## config.mk

```make
export PLATFORM = sky130hd
export DESIGN_NAME = rr_grant_arbiter
export DESIGN_NICKNAME = d
export VERILOG_FILES = /design/src/rtl/rr_grant_arbiter.sv
export SDC_FILE = /design/constraint.sdc
export NUM_CORES = 1
export LEC_CHECK = 0
export BUFFER_PORTS_ARGS = -buffer_cell sky130_fd_sc_hd__buf_2
export CORE_AREA = 10 10 47 49
export DETAILED_ROUTE_END_ITERATION = 8
export DIE_AREA = 0 0 57 59
export PLACE_DENSITY = 0.65
export SETUP_SLACK_MARGIN = 0.02
export SKIP_LAST_GASP = 1
export SLEW_MARGIN = 25
export SYNTH_ARGS = -nofsm -noshare
export SYNTH_HDL_FRONTEND = slang
export SYNTH_SLANG_ARGS = --single-unit
```

## constraint.sdc

```tcl
create_clock -name clk -period 1.95 [get_ports clk]
set_input_delay 0.39 -clock clk [delete_from_list [all_inputs] [get_ports clk]]
set_output_delay 0.39 -clock clk [all_outputs]
set_load 0.02 [all_outputs]
```

## src/rtl/rr_grant_arbiter.sv

```systemverilog
// rtl/rr_grant_arbiter.sv - round-robin arbiter with registered one-hot grant and valid/ready output
// Optional burst ownership via ARB_LOCK_EN (adds the lock port).
module rr_grant_arbiter #(
  parameter int NUM_REQUESTERS = 4
) (
  input  logic                      clk,
  input  logic                      reset,
  input  logic [NUM_REQUESTERS-1:0] request,
`ifdef ARB_LOCK_EN
  input  logic                      lock,
`endif
  input  logic                      grant_ready,
  output logic [NUM_REQUESTERS-1:0] grant_oh,
  output logic                      grant_valid
);

  localparam int N = NUM_REQUESTERS;

  logic [N-1:0] grant_oh_q, grant_oh_d;
  logic         grant_valid_q, grant_valid_d;
  logic [N-1:0] priority_oh_q, priority_oh_d;

  logic         accept;
  logic         load;
  logic         lock_hold;
  logic [N-1:0] winner_next;
  logic [N-1:0] base_oh;
  logic [N-1:0] pick_oh;
  logic         scan_armed;
  logic         scan_found;

  assign accept = grant_valid_q & grant_ready;
  assign load   = ~grant_valid_q | accept;

`ifdef ARB_LOCK_EN
  assign lock_hold = accept & lock & (|(request & grant_oh_q));
`else
  assign lock_hold = 1'b0;
`endif

  // Rotate left by one; for N=1 this degenerates to the identity.
  always_comb begin
    winner_next = '0;
    for (int i = 0; i < N; i++) begin
      winner_next[(i + 1) % N] = grant_oh_q[i];
    end
  end

  assign base_oh = accept ? winner_next : priority_oh_q;

  // Walk two laps of the ring: the first lap arms at the base bit, so the
  // first armed request seen is the nearest one at or above base, wrapping.
  always_comb begin
    pick_oh    = '0;
    scan_armed = 1'b0;
    scan_found = 1'b0;
    for (int j = 0; j < 2 * N; j++) begin
      if (j < N && base_oh[j % N]) begin
        scan_armed = 1'b1;
      end
      if (scan_armed && !scan_found && request[j % N]) begin
        pick_oh[j % N] = 1'b1;
        scan_found     = 1'b1;
      end
    end
  end

  always_comb begin
    grant_oh_d    = grant_oh_q;
    grant_valid_d = grant_valid_q;
    priority_oh_d = priority_oh_q;
    if (load) begin
      grant_oh_d    = lock_hold ? grant_oh_q : pick_oh;
      grant_valid_d = |request;
      if (accept && !lock_hold) begin
        priority_oh_d = base_oh;
      end
    end
  end

  always_ff @(posedge clk) begin
    if (reset) begin
      grant_oh_q    <= '0;
      grant_valid_q <= 1'b0;
      priority_oh_q <= N'(1);
    end else begin
      grant_oh_q    <= grant_oh_d;
      grant_valid_q <= grant_valid_d;
      priority_oh_q <= priority_oh_d;
    end
  end

  assign grant_oh    = grant_oh_q;
  assign grant_valid = grant_valid_q;

endmodule

```

==> metrics.txt <==
# TYPE chip_impl_metric gauge
chip_impl_metric{name="post_route_cells_drive_above_1_share",unit="%"} 30.8
chip_impl_metric{name="fillCellCount",unit=""} 149
chip_impl_info{name="worst_hold_path_type",value="in2reg"} 1
chip_impl_metric{name="remaining_drc_errors",unit=""} 0
chip_impl_info{name="worst_hold_startpoint",value="reset"} 1
chip_impl_info{name="crit_path_start_kind",value="flop"} 1
chip_impl_metric{name="async_flop_share",unit="%"} 0
chip_impl_metric{name="largest_net_degree_at_the_start_of_global_routing",unit=""} 12
chip_impl_metric{name="post_synth.cell_area_avg",unit="µm²"} 8.84
chip_impl_metric{name="synthesis.yosys.warnings",unit=""} 0
chip_impl_metric{name="initial_utilization",unit="%"} 41.0
chip_impl_metric{name="finalNetCount",unit=""} 86
chip_impl_metric{name="grt_overflow",unit=""} 0
chip_impl_metric{name="final-seq-area",unit="µm²"} 180
chip_impl_metric{name="cts_max_level",unit=""} 1
chip_impl_metric{name="die_area",unit="µm²"} 3360
chip_impl_metric{name="cts_max_path_buffers",unit=""} 2
chip_impl_metric{name="post_cts_resized",unit=""} 0
chip_impl_metric{name="post_cts_buffers",unit=""} 0
chip_impl_metric{name="average_routed_wire_per_standard_cell",unit="µm"} 15.4
chip_impl_metric{name="synthCells",unit=""} 65
chip_impl_info{name="timing.critical_path.max_delay_family",value="compound AO/OA/AOI/OAI gates"} 1
chip_impl_metric{name="r2r_setup_slack",unit="ns"} 0.32
chip_impl_info{name="crit_path_end_kind",value="flop"} 1
chip_impl_metric{name="synth_seq_cells",unit=""} 9
chip_impl_metric{name="fmax",unit="GHz"} 0.614
chip_impl_info{name="yosys_most_used_dff",value="dfxtp_1"} 1
chip_impl_metric{name="synth-edff-count",unit=""} 0
chip_impl_metric{name="detail-route-antenna-nets",unit=""} 0
chip_impl_metric{name="power.ir.vdd_worst",unit="µV"} 417
chip_impl_metric{name="worst-endpoint-required",unit="ns"} 2.11
chip_impl_metric{name="synth_fp_nets",unit=""} 72
chip_impl_metric{name="portBuffers",unit=""} 11
chip_impl_info{name="worstReg2RegEnd",value="grant_oh[2]"} 1
chip_impl_info{name="cp_cell_sequence",value="a211oi_4, a21o_4, a31o_2, a211oi_1, nor3_1"} 1
chip_impl_metric{name="placementRows",unit=""} 14
chip_impl_info{name="ys_top_cells_by_count",value="9 x dfxtp_1, 9 x nand2_1, 6 x nor2_1"} 1
chip_impl_info{name="result_of_the_run",value="completed"} 1
chip_impl_metric{name="slew_headroom",unit="%"} 71.5
chip_impl_metric{name="multi_input_comb_area",unit="µm²"} 368
chip_impl_metric{name="max_slew.worst_pin.slew",unit="ns"} 0.426
chip_impl_metric{name="post-route-util",unit="%"} 47.1
chip_impl_info{name="worstReg2RegStart",value="grant_valid"} 1
chip_impl_metric{name="period_share",unit="%"} 83.5
chip_impl_metric{name="die_h",unit="µm"} 59
chip_impl_metric{name="synth_cell_types",unit=""} 35
chip_impl_metric{name="final.setup.tns",unit="ns"} 0
chip_impl_metric{name="flow.area_growth_from_synthesis",unit="%"} 15.0
chip_impl_metric{name="grt_antenna_before_repair",unit=""} 0
chip_impl_metric{name="path_clk_slew",unit="ns"} 0.06
chip_impl_metric{name="holdBufCountCts",unit=""} 0
chip_impl_metric{name="period_minus_slack",unit="ns"} 1.63
chip_impl_metric{name="slowest_delay",unit="ns"} 0.58
chip_impl_info{name="clock-root-buffer",value="clkbuf_4"} 1
chip_impl_info{name="cts_tree",value="done"} 1
chip_impl_metric{name="arrival",unit="ns"} 1.79
chip_impl_info{name="synth_top_area_cell",value="dfxtp_1"} 1
chip_impl_metric{name="drt_first_iter_violations",unit=""} 11
chip_impl_metric{name="clock_sinks",unit=""} 9
chip_impl_metric{name="gp_congestion",unit=""} 0.877
chip_impl_metric{name="worst_skew_pair.late_latency",unit="ns"} 0.28
chip_impl_info{name="worst_path_max_delay_cell",value="dfxtp_1"} 1
chip_impl_info{name="rsz0062_at_grt",value="no"} 1
chip_impl_metric{name="power_density",unit="nW/µm²"} 703
chip_impl_metric{name="routed_via_density",unit=""} 5.67
chip_impl_metric{name="global_route.usage.total",unit="%"} 8.87
chip_impl_metric{name="critical_path.max_fanout",unit=""} 11
chip_impl_info{name="critical_path_class",value="reg2reg"} 1
chip_impl_metric{name="critPathBufInv",unit=""} 0
chip_impl_metric{name="cts_made_buffers",unit=""} 3
chip_impl_metric{name="floorplan.io_pins",unit=""} 12
chip_impl_metric{name="initial_drt_pass_iterations",unit=""} 4
chip_impl_metric{name="synth_seq_area_share",unit="%"} 31.4
chip_impl_metric{name="die_w",unit="µm"} 57
chip_impl_metric{name="slew_violations",unit=""} 0
chip_impl_metric{name="max_cap_viol_count",unit=""} 0
chip_impl_metric{name="r2r.worst_path.cells",unit=""} 5
chip_impl_info{name="synth.top_cells.by_area",value="dfxtp_1 31%, nand2_1 5.9%, a2111oi_4 4.8%"} 1
chip_impl_metric{name="detail_route.wirelength",unit="µm"} 1450
chip_impl_metric{name="stdcell_area",unit="µm²"} 661
chip_impl_metric{name="post_dp_cell_area",unit="µm²"} 634
chip_impl_metric{name="hold_depth",unit=""} 2
chip_impl_metric{name="setup_viol",unit=""} 0
chip_impl_metric{name="p_leak",unit="µW"} 0.000268
chip_impl_metric{name="synth_cell_area",unit="µm²"} 574
chip_impl_metric{name="grt_pass1_vias",unit=""} 540
chip_impl_metric{name="worst_clock_skew",unit="ns"} 0.00607
chip_impl_metric{name="global_route_wire_length_before_repair",unit="µm"} 2410
chip_impl_metric{name="floorplan.core_area",unit="µm²"} 1400
chip_impl_metric{name="dp_hpwl",unit="µm"} 1100
chip_impl_metric{name="antenna_cells",unit=""} 0
chip_impl_metric{name="routed-via-count",unit=""} 533
chip_impl_metric{name="synthDominantCellAreaShare",unit="%"} 31.4
chip_impl_metric{name="final-hold-violation-count",unit=""} 0
chip_impl_info{name="whs_endpoint",value="grant_oh[3]"} 1
## how the worst max path moves through the flow
| stage | startpoint | endpoint | slack (ns) | depth (start not counted) |
|---|---|---|---|---|
| 2_1_floorplan | grant_valid | grant_oh[0] | 0.39 | 6 |
| 3_3_place_gp | grant_ready | grant_oh[2] | 0.29 | 6 |
| 3_5_place_dp | grant_ready | grant_oh[0] | 0.31 | 6 |
| 4_1_cts | grant_valid | grant_oh[2] | 0.32 | 5 |
| 5_1_grt | grant_valid | grant_oh[0] | 0.20 | 5 |
| 6_report | grant_valid | grant_oh[2] | 0.32 | 5 |
## logic make-up (layout without fill, tap and decap cells)
kind of cell	after synthesis	in the layout	synth area share (%)
AO/OA/AOI/OAI	20	20	33.3
multiplexers	2	2	3.49
AND/OR/NAND/NOR	30	30	27.2
buffers and inverters	4	17	4.57
flip-flops	9	9	31.4
## power breakdown
part           leakage (µW)  internal (µW)  switching, µW
clock network     0.0000150           79.4           77.3
registers         0.0000737            193           13.6
logic              0.000179           43.5           58.1
## final cells by class
type,instances,share of cell area (%)
clock buffer,4,3.98
inverter,1,0.568
multi-input combinational,52,55.7
sequential,9,27.3
tap,16,3.03
timing repair buffer,12,9.47
## registers in the layout, summed over array words and instances (netlist names)
name and flops:
priority_oh_q 4, grant_oh 4, grant_valid 1
## routing by layer
| metal | wire [µm] | track usage (%) | share of wire [%] | vias to the layer above |
|---|---|---|---|---|
| met5 | 0 | 0 | 0 | - |
| met4 | 28 | 5.03 | 1.9 | 0 |
| met3 | 42 | 1.93 | 2.9 | 2 |
| met2 | 713 | 15.2 | 49 | 14 |
| met1 | 660 | 9.88 | 46 | 253 |
| li1 | - | - | - | 264 |
## per-stage QoR
stage	power [µW]	hold WS (ns)	instances	setup slack, ns
after CTS	467	0.397	94	0.318
after detailed placement	311	0.498	90	0.308
after global placement	311	0.482	90	0.289
final	465	0.404	94	0.323
after floorplan	282	0.469	65	0.386
after global routing	487	0.418	94	0.203
## cells in the final DEF (no fill, tap or decap), drive strengths merged, types with 3 or more instances in the layout
| cell type | instances |
|---|---|
| dfxtp | 9 |
| clkbuf | 4 |
| nor3 | 3 |
| buf | 12 |
| nor2 | 6 |
| nand2 | 9 |
| a21oi | 4 |
No activity file was read; power rests on OpenSTA's default activity.
